$ cat src/rtl/traffic_pkg.sv
// Shared lamp codes and controller state encoding for the light blocks.
// Latency: n/a (types and helpers only).
// Backpressure: n/a.
package traffic_pkg;

    typedef enum logic [1:0] {
        L_OFF    = 2'b00,
        L_RED    = 2'b01,
        L_YELLOW = 2'b10,
        L_GREEN  = 2'b11
    } light_t;

    typedef enum logic [3:0] {
        S_OFF,
        S_RED_A,
        S_NS_GRN,
        S_NS_FLK,
        S_NS_YEL,
        S_RED_B,
        S_EW_GRN,
        S_EW_FLK,
        S_EW_YEL
    } isc_state_t;

    // Green state for a direction bit (0 = NS, 1 = EW).
    function automatic isc_state_t grn_of(input logic dir);
        return dir ? S_EW_GRN : S_NS_GRN;
    endfunction

endpackage

$ cat src/rtl/phase_timer.sv
// Down-counting phase timer: load wins, otherwise decrements on en, saturates at zero.
// Latency: count reflects load/en the cycle after they are asserted.
// Backpressure: none; en low simply freezes the count.
//
// Ports: clk, reset (sync, active-high), load, load_val[TW], en -> count[TW], expired (count == 0).
module phase_timer #(
    parameter int TW = 5
) (
    input  logic          clk,
    input  logic          reset,
    input  logic          load,
    input  logic [TW-1:0] load_val,
    input  logic          en,
    output logic [TW-1:0] count,
    output logic          expired
);

    logic [TW-1:0] r_count;

    always_ff @(posedge clk) begin
        if (reset) begin
            r_count <= '0;
        end else if (load) begin
            r_count <= load_val;
        end else if (en && (r_count != '0)) begin
            r_count <= r_count - TW'(1);
        end
    end

    assign count   = r_count;
    assign expired = (r_count == '0);

endmodule

$ cat src/rtl/intersection_ctrl.sv
// Two-way (NS/EW) intersection sequencer with ped walk latches and emergency preempt.
// Latency: Moore outputs; a phase change shows the cycle after the expiring tick.
// Backpressure: none; tick gates all timing, start is only looked at in OFF.
//
// Ports: clk, reset (sync, active-high), tick, start, ped_req_ns/ew, preempt, preempt_dir
//        -> L_ns/L_ew (2-bit lamp codes), walk_ns/walk_ew, busy.
module intersection_ctrl #(
    parameter int TW            = 5,
    parameter int GREEN_TICKS   = 30,
    parameter int FLICKER_TICKS = 5,
    parameter int YELLOW_TICKS  = 3,
    parameter int ALLRED_TICKS  = 2,
    parameter int WALK_TICKS    = 10
) (
    input  logic       clk,
    input  logic       reset,
    input  logic       tick,
    input  logic       start,
    input  logic       ped_req_ns,
    input  logic       ped_req_ew,
    input  logic       preempt,
    input  logic       preempt_dir,
    output logic [1:0] L_ns,
    output logic [1:0] L_ew,
    output logic       walk_ns,
    output logic       walk_ew,
    output logic       busy
);
    import traffic_pkg::*;

    localparam int MAXV    = (1 << TW) - 1;
    localparam int GRN_DUR = GREEN_TICKS - FLICKER_TICKS;

    localparam logic [TW-1:0] LD_GRN   = TW'(GRN_DUR - 1);
    localparam logic [TW-1:0] LD_FLK   = TW'(FLICKER_TICKS - 1);
    localparam logic [TW-1:0] LD_YEL   = TW'(YELLOW_TICKS - 1);
    localparam logic [TW-1:0] LD_RED   = TW'(ALLRED_TICKS - 1);
    localparam logic [TW-1:0] WALK_LEN = TW'(WALK_TICKS);

    if (GREEN_TICKS > MAXV || FLICKER_TICKS > MAXV || YELLOW_TICKS > MAXV ||
        ALLRED_TICKS > MAXV || WALK_TICKS > MAXV) begin : g_cfg_width
        $error("intersection_ctrl: a duration parameter does not fit in TW bits");
    end
    if (FLICKER_TICKS < 1 || GREEN_TICKS <= FLICKER_TICKS || YELLOW_TICKS < 1 ||
        ALLRED_TICKS < 1 || WALK_TICKS > GRN_DUR) begin : g_cfg_range
        $error("intersection_ctrl: inconsistent phase durations");
    end

    isc_state_t    r_state;
    isc_state_t    w_state_next;
    logic          w_hold;
    logic          w_step;
    logic          w_load;
    logic [TW-1:0] w_load_val;
    logic [TW-1:0] w_count;
    logic          w_expired;
    logic [TW-1:0] w_elapsed;
    logic          r_flk;
    logic          r_ped_ns, r_ped_ew;
    logic          r_walk_ns, r_walk_ew;
    light_t        w_l_ns, w_l_ew;

    phase_timer #(.TW(TW)) u_timer (
        .clk      (clk),
        .reset    (reset),
        .load     (w_load),
        .load_val (w_load_val),
        .en       (tick & ~w_hold),
        .count    (w_count),
        .expired  (w_expired)
    );

    assign w_step = tick & w_expired;

    // Next state. A preempt jump out of green/flicker takes priority over an
    // expiring tick in the same cycle; a held green never advances.
    always_comb begin
        w_state_next = r_state;
        w_hold       = 1'b0;
        case (r_state)
            S_OFF:   if (start) w_state_next = S_RED_A;
            S_RED_A: if (w_step) w_state_next = preempt ? grn_of(preempt_dir) : S_NS_GRN;
            S_RED_B: if (w_step) w_state_next = preempt ? grn_of(preempt_dir) : S_EW_GRN;
            S_NS_GRN: begin
                if (preempt && preempt_dir)  w_state_next = S_NS_YEL;
                else if (preempt)            w_hold       = 1'b1;
                else if (w_step)             w_state_next = S_NS_FLK;
            end
            S_NS_FLK: if ((preempt && preempt_dir) || w_step) w_state_next = S_NS_YEL;
            S_NS_YEL: if (w_step) w_state_next = S_RED_B;
            S_EW_GRN: begin
                if (preempt && !preempt_dir) w_state_next = S_EW_YEL;
                else if (preempt)            w_hold       = 1'b1;
                else if (w_step)             w_state_next = S_EW_FLK;
            end
            S_EW_FLK: if ((preempt && !preempt_dir) || w_step) w_state_next = S_EW_YEL;
            S_EW_YEL: if (w_step) w_state_next = S_RED_A;
            default:  w_state_next = S_OFF;
        endcase
    end

    // Every state change is an entry, so the timer reloads on any transition.
    assign w_load = (w_state_next != r_state);

    always_comb begin
        w_load_val = '0;
        case (w_state_next)
            S_NS_GRN, S_EW_GRN: w_load_val = LD_GRN;
            S_NS_FLK, S_EW_FLK: w_load_val = LD_FLK;
            S_NS_YEL, S_EW_YEL: w_load_val = LD_YEL;
            S_RED_A,  S_RED_B:  w_load_val = LD_RED;
            default:            w_load_val = '0;
        endcase
    end

    always_ff @(posedge clk) begin
        if (reset) begin
            r_state <= S_OFF;
        end else begin
            r_state <= w_state_next;
        end
    end

    // Flicker phase: cleared on any transition, toggled on ticks while flickering.
    always_ff @(posedge clk) begin
        if (reset) begin
            r_flk <= 1'b0;
        end else if (w_load) begin
            r_flk <= 1'b0;
        end else if (tick && (r_state == S_NS_FLK || r_state == S_EW_FLK)) begin
            r_flk <= ~r_flk;
        end
    end

    // Ped latches. On green entry the latch (including a request in that very
    // cycle) is moved into the walk grant; later requests wait for the next cycle.
    always_ff @(posedge clk) begin
        if (reset) begin
            r_ped_ns  <= 1'b0;
            r_ped_ew  <= 1'b0;
            r_walk_ns <= 1'b0;
            r_walk_ew <= 1'b0;
        end else if (r_state != S_OFF) begin
            if (w_state_next == S_NS_GRN && r_state != S_NS_GRN) begin
                r_walk_ns <= r_ped_ns | ped_req_ns;
                r_ped_ns  <= 1'b0;
            end else begin
                r_ped_ns  <= r_ped_ns | ped_req_ns;
            end
            if (w_state_next == S_EW_GRN && r_state != S_EW_GRN) begin
                r_walk_ew <= r_ped_ew | ped_req_ew;
                r_ped_ew  <= 1'b0;
            end else begin
                r_ped_ew  <= r_ped_ew | ped_req_ew;
            end
        end
    end

    // Ticks consumed so far in green; held ticks do not count.
    assign w_elapsed = LD_GRN - w_count;

    always_comb begin
        w_l_ns = L_RED;
        w_l_ew = L_RED;
        case (r_state)
            S_OFF:    begin w_l_ns = L_OFF; w_l_ew = L_OFF; end
            S_NS_GRN: w_l_ns = L_GREEN;
            S_NS_FLK: w_l_ns = r_flk ? L_OFF : L_GREEN;
            S_NS_YEL: w_l_ns = L_YELLOW;
            S_EW_GRN: w_l_ew = L_GREEN;
            S_EW_FLK: w_l_ew = r_flk ? L_OFF : L_GREEN;
            S_EW_YEL: w_l_ew = L_YELLOW;
            default:  ;
        endcase
    end

    assign L_ns    = w_l_ns;
    assign L_ew    = w_l_ew;
    assign walk_ns = (r_state == S_NS_GRN) && r_walk_ns && (w_elapsed < WALK_LEN);
    assign walk_ew = (r_state == S_EW_GRN) && r_walk_ew && (w_elapsed < WALK_LEN);
    assign busy    = (r_state != S_OFF);

endmodule

$ cat config.mk
export PLATFORM = sky130hd
export DESIGN_NAME = intersection_ctrl
export DESIGN_NICKNAME = d
export VERILOG_FILES = /design/src/rtl/traffic_pkg.sv /design/src/rtl/phase_timer.sv /design/src/rtl/intersection_ctrl.sv
export SDC_FILE = /design/constraint.sdc
export NUM_CORES = 1
export LEC_CHECK = 0
export ABC_CLOCK_PERIOD_IN_PS = 3220
export CORE_ASPECT_RATIO = 1.1
export CORE_MARGIN = 4
export CORE_UTILIZATION = 45
export CTS_BUF_LIST = sky130_fd_sc_hd__clkbuf_4
export CTS_CLUSTER_SIZE = 25
export DETAILED_ROUTE_END_ITERATION = 10
export PLACE_DENSITY = 0.76
export SYNTH_ARGS = -nofsm -noshare
export SYNTH_HDL_FRONTEND = slang
export SYNTH_SLANG_ARGS = --single-unit
$ cat constraint.sdc
create_clock -name clk -period 3.22 [get_ports clk]
set_clock_uncertainty 0.05 [all_clocks]
set_input_delay 0.322 -clock clk [delete_from_list [all_inputs] [get_ports clk]]
set_output_delay 0.322 -clock clk [all_outputs]
set_load 0.05 [all_outputs]
==> results.md, run 1 <==
- Outcome: finished clean
- Hold Crit Class: flip-flop to flip-flop
- Full die area: about 3500 um^2
- Post-synth EDFFs: 0
- Worst endpoint required time: around 2.9 ns
- Post-synthesis sequential area ratio: approximately a quarter
- Site Rows: 19
- Static leakage: 0.490 nW
- Die height: 61.8 um
- Via count: about 1200
- Worst slew pin tran: between 0.6 and 0.7 ns
- CTS tree: built
- Crit end category: output port
- Vias per cell: 6.32
- Final ANT Viol Nets: 0
- Synth warn: 0
- Multi-input logic area: 813 um^2
- Grt ovf: 0
- CTS buffer count: 3
- Tcrit/Tclk final: a little over nine tenths
- Maximum clock insertion buffer count: 2
- Placeable Area: around 2500 um^2
- Share of layout cells above drive strength 1: under 10%
- Cts repair resizes: 0
- Top_reg_cell synth: dfxtp_1
- Storage cell area: between 200 and 300 um^2
- Register bit total from synthesis: 14
- Root buf cell: clkbuf_4
- Endpoints failing hold: 0
- WS Path Type: flip-flop to output port
- Worst rel slew slack: a little under three fifths
- HPWL after DPL: 2260 um
- Synth Cell Area: about 1200 um^2
- Min Tclk post-route: 3.03 ns
- Peak VDD IR: approximately 0.5 mV
- I/O Pins: 15
- Area contributors post-synth: dfxtp_1 24%, nor2_1 7.3%, a21oi_1 4.2%, a31oi_1 3.7%, mux2i_1 3.4%
- Drt pass-1 iters: 4
- Clk_lat worst skew: around 0.28 ns
- Area Growth Syn to Fin: 13.7%
- CTS Hold Bufs: 0
- Clock tree sinks: 14
- Cells after synthesis: roughly 160
- H-Tree Depth: 1
- Max-cap viol count: 0
- Global Route Usage Sum: 19.1%
- Largest net degree at the start of global routing: 19
- Setup TNS: 0 ns
- Initial antenna violation count: 0
- CP max FO: 4
- P per Cell Area: around 900 nW/um^2
- Syn avg cell area: about 7.5 um^2
- Final Core Density: between 50% and 60%
- Layout fillers: approximately 270
- Max Clock Freq: 330 MHz
- Yosys top cell area share: a little under a quarter
- Final WS setup: between 0.15 and 0.2 ns
- Final setup viols: 0
- Initial Util: a little under half
- Gpl congestion: 0.918
- Total Power: roughly 0.0012 W
- Pre-CTS worst setup slack: around 0.54 ns
- Synth cell types: 45
- Antenna cells: 0
- Fin. max-slew vios: 0
- Global-route wire length before repair: around 5500 um
- Asr flop ratio synth: 0%
- WL/cell: around 15 um
- Nets: around 180
- Vias in the first global route: approximately 1200
- Reg clk slew, reported paths: around 0.090 ns
- Port buffer count: 14
- Post-CTS setup buffers: 0
- Initial DRC count: 37
- Syn_nets: approximately 170
- Post-synth top area cell: dfxtp_1
- Routed WL: ~3000 um
- DRC Markers: 0
- Worst endpoint data arrival time: around 2.7 ns
- RSZ-0062 raised after global routing: false
- CP Launch Type: flip-flop
- Die W: around 57 um
## routing by layer
metal | global-route usage (%) | vias to the layer above | share of wire, %
met2 | 33.4 | 39 | 49
met3 | 2.07 | 6 | 4.5
li1 | - | 604 | -
met5 | 0 | - | 0
met1 | 24.4 | 597 | 44
met4 | 7.62 | 0 | 1.5
## cell type report
cell class	instances	area share [%]
multi-input combinational	123	60.4
clock inverter	1	0.279
sequential	14	20.8
inverter	9	2.51
tap	31	2.88
clock buffer	3	1.67
timing repair buffer	16	11.5
## per-stage QoR
step | cell area [um^2] | instances | hold WS, ns
floorplan | 1180 | 158 | 0.344
global placement | 1320 | 193 | 0.438
detailed placement | 1320 | 193 | 0.453
CTS | 1350 | 197 | 0.465
global route | 1350 | 197 | 0.492
finish | 1350 | 197 | 0.462
## registers in the layout, indices dropped and copies added (netlist names)
| signal | flops |
|---|---|
| r_state | 4 |
| u_timer.count | 5 |
| r_walk_ns | 1 |
| r_walk_ew | 1 |
| r_ped_ew | 1 |
| r_flk | 1 |
| r_ped_ns | 1 |
## synthesized netlist by cell type, types with 2 or more instances
cell type,count
mux2i_1,4
a21oi_1,10
ha_1,2
inv_1,9
a32oi_1,3
nand2b_1,3
a31oi_1,7
nor2_1,23
nor3_1,5
o21ai_0,4
o21ai_1,2
xnor2_1,3
clkbuf_1,7
nor3b_1,4
a311oi_1,2
buf_2,4
or2_2,2
a31o_2,2
nand4_1,2
nor4_2,2
a211oi_1,3
nand2_1,8
nor2b_1,3
xor2_1,2
o211ai_1,2
dfxtp_1,14
nand3_1,8
## path summary, 6_finish.rpt
check	start	endpoint	slack, ns	cells past startpoint
max reg2reg	u_timer.count[0]$_SDFFE_PP0P_	r_walk_ns$_SDFFE_PP0P_	0.57	8
max	u_timer.count[0]$_SDFFE_PP0P_	walk_ns	0.19	8
min reg2reg	r_walk_ew$_SDFFE_PP0P_	r_walk_ew$_SDFFE_PP0P_	0.46	2
min	r_walk_ew$_SDFFE_PP0P_	r_walk_ew$_SDFFE_PP0P_	0.46	2
## worst max-delay path: stages, from the launching register on
cell and delay (ns):
dfxtp_1 0.40, inv_1 0.10, ha_1 0.33, nor2_1 0.11
nand3_1 0.09, a31oi_1 0.17, o21ai_0 0.12, nor3b_1 0.21
clkdlybuf4s50_1 0.83
## power by group
| group | internal, W | leakage [nW] | switching, W |
|---|---|---|---|
| combinational | 0.000328 | 0.360 | 0.000486 |
| sequential | 0.000217 | 0.114 | 0.0000760 |
| clock | 0.0000449 | 0.0154 | 0.0000577 |
| total | 0.000590 | 0.490 | 0.000620 |
## cells by family after synthesis
family / after synthesis / synth area share [%]
compound gates: 41 / 23.4
xor+xnor: 5 / 3.70
fa+ha+maj: 2 / 2.11
buf+inv: 21 / 7.71
flops: 14 / 23.7
mux: 4 / 3.38
simple gates: 71 / 36.0
## placed cells by master (no fill, tap or decap), types with 2 or more instances in the layout
master,count
nor2_1,23
clkdlybuf4s50_1,14
ha_1,2
clkbuf_4,3
xnor2_1,3
a21oi_1,10
xor2_1,2
a31oi_1,7
o211ai_1,2
buf_4,2
nand2_1,8
dfxtp_1,14
mux2i_1,4
a211oi_1,3
a31o_2,2
nor4_2,2
or2_2,2
a311oi_1,2
nor3_1,5
nand2b_1,3
nor3b_1,4
inv_1,9
o21ai_1,2
nor2b_1,3
a32oi_1,3
o21ai_0,4
nand3_1,8
nand4_1,2
Note: power is estimated with default switching activity, not from simulation.
==> inputs of run 2 (changes only) <==
--- a/config.mk
+++ b/config.mk
@@ -5,14 +5,15 @@
 export SDC_FILE = /design/constraint.sdc
 export NUM_CORES = 1
 export LEC_CHECK = 0
-export ABC_CLOCK_PERIOD_IN_PS = 3220
 export CORE_ASPECT_RATIO = 1.1
 export CORE_MARGIN = 4
 export CORE_UTILIZATION = 45
 export CTS_BUF_LIST = sky130_fd_sc_hd__clkbuf_4
 export CTS_CLUSTER_SIZE = 25
 export DETAILED_ROUTE_END_ITERATION = 10
+export GPL_TIMING_DRIVEN = 0
 export PLACE_DENSITY = 0.76
+export SETUP_SLACK_MARGIN = 0.15
 export SYNTH_ARGS = -nofsm -noshare
 export SYNTH_HDL_FRONTEND = slang
 export SYNTH_SLANG_ARGS = --single-unit
==> run 2 against run 1 <==
Against the previous run:
- die area unchanged
- sequential share of layout area decreased by 0.42 points
- utilization increased by 1.1 points
- final area increased by 2.0%
- combinational power increased by 7.0%
- first-iteration DRC count increased to 2.6 times the previous value
- maximum frequency increased by 7.3%
- total power increased by 1.1%
- clock power about the same
- hold slack got worse by 0.0017 ns
- critical path type unchanged
==> results.md, run 2 (same netlist as run 1, synthesis figures left out) <==
- Outcome: finished clean
- Commonest cells after routing, fill and taps aside: 23 x nor2_1, 14 x dfxtp_1, 10 x a21oi_1, 10 x clkdlybuf4s50_1, 9 x inv_1
- Initial antenna violation count: 0
- Final ANT Viol Nets: 0
- Worst slew pin tran: around 0.66 ns
- Initial Util: 47.0%
- Grt ovf: 0
- Nets: 185
- Clock tree sinks: 14
- Port buffer count: 12
- Gpl congestion: about 0.93
- Crit path from: r_state[0]$_SDFF_PP0_
- I/O Pins: 15
- Max Clock Freq: ~350 MHz
- Via count: about 1300
- Worst Hold Launch: r_walk_ew$_SDFFE_PP0P_
- Reg clk slew, reported paths: roughly 0.09 ns
- Vias per cell: 6.20
- Max-cap viol count: 0
- Hold Crit Class: flip-flop to flip-flop
- Die height: between 60 and 70 um
- Vias in the first global route: 1233
- H-Tree Depth: 1
- Total Power: between 0.001 and 0.0015 W
- Post-CTS setup buffers: 0
- Full die area: about 3500 um^2
- Fin. max-slew vios: 0
- Tcrit/Tclk final: ~88%
- CTS buffer count: 3
- Drt pass-1 iters: 4
- Worst endpoint required time: around 2.9 ns
- WS Path Type: flip-flop to output port
- CP max FO: 10
- RSZ-0062 raised after global routing: false
- Placeable Area: 2520 um^2
- Final setup viols: 0
- Routed WL: ~3100 um
- Site Rows: 19
- P per Cell Area: roughly 890 nW/um^2
- Endpoints failing hold: 0
- Routed wl met2: around 1500 um
- Die W: around 57 um
- Peak VDD IR: ~0.53 mV
- DR WL met3: 181 um
- Crit end category: output port
- Clk_lat worst skew: 0.28 ns
- DRC Markers: 0
- Antenna cells: 0
- Pre-CTS worst setup slack: just over 0.5 ns
- DRT met1 WL: ~1300 um
- Share of layout cells above drive strength 1: a little over a tenth
- HPWL after DPL: ~2400 um
- Min Tclk post-route: roughly 2.8 ns
- CP Launch Type: flip-flop
- Root buf cell: clkbuf_4
- Final WS setup: between 0.4 and 0.5 ns
- Static leakage: between 0.5 and 0.6 nW
- Crit Reg-Reg Startpoint: u_timer.count[1]$_SDFFE_PP0P_
- Largest net degree at the start of global routing: 11
- Worst endpoint data arrival time: around 2.5 ns
- Largest register FFs: 5
- Final Core Density: a little over half
- DR top layer: met4
- Setup TNS: 0 ns
- Maximum clock insertion buffer count: 2
- Global Route Usage Sum: 19.0%
- Global-route wire length before repair: roughly 5300 um
- Commonest non-fill, non-tap cell in the layout: nor2_1
- Area Growth Syn to Fin: 16.1%
- WL/cell: roughly 15 um
- Initial DRC count: 96
- CTS tree: built
- Worst rel slew slack: 55.8%
- Layout fillers: 280
run 2: changes by cell type in the layout (fill, tap and decap cells not counted), sizes merged:
cell,before,now
dlymetal6s2s,0,2
clkdlybuf4s50,14,10
buf,2,5
clkbuf,3,10
run 2: where the power goes:
group | switching, W | internal (W)
sequential | 0.0000331 | 0.000217
combinational | 0.000535 | 0.000336
clock | 0.0000576 | 0.0000450
run 2: layout make-up:
| class | instances | area, um^2 | share of cell area [%] |
|---|---|---|---|
| clock buffer | 3 | 22.5 | 1.64 |
| clock inverter | 1 | 3.75 | 0.273 |
| sequential | 14 | 280 | 20.4 |
| timing repair buffer | 12 | 125 | 9.10 |
| inverter | 9 | 33.8 | 2.46 |
| buffer | 12 | 57.6 | 4.19 |
| multi-input combinational | 123 | 813 | 59.1 |
| tap | 31 | 38.8 | 2.82 |
run 2: path summary, 6_finish.rpt:
check	end	slack, ns	cells past startpoint
worst max-delay path	L_ew[1]	0.40	7
worst min-delay path	r_walk_ew$_SDFFE_PP0P_	0.46	2
worst max register to register	r_walk_ns$_SDFFE_PP0P_	0.61	8
worst min register to register	r_walk_ew$_SDFFE_PP0P_	0.46	2
run 2: repair_timing:
| item | in CTS | in global routing |
|---|---|---|
| endpoints found under the setup margin | 0 | 2 |
| hold buffers | 0 | 0 |
| gates resized for setup | 0 | 2 |
run 2: per-layer routing:
metal  global-route usage (%)  vias up
met2                     31.3       48
met1                     23.4      604
met4                     12.3        0
met3                     3.10        9
li1                         -      609
met5                        0        -
run 2: critical path, stage by stage (launching register included):
cell	delay, ns
dfxtp_1	0.30
clkbuf_1	0.20
buf_2	0.24
nor2_1	0.24
nand2_1	0.11
nor2_1	0.15
a31o_2	0.12
clkdlybuf4s50_1	0.80
run 2: metrics by stage:
| step | std cells | hold slack (ns) | cell area (um^2) |
|---|---|---|---|
| detailed placement | 201 | 0.449 | 1340 |
| finish | 205 | 0.460 | 1380 |
| floorplan | 158 | 0.344 | 1180 |
| global placement | 201 | 0.437 | 1340 |
| CTS | 205 | 0.463 | 1370 |
| global route | 205 | 0.490 | 1380 |
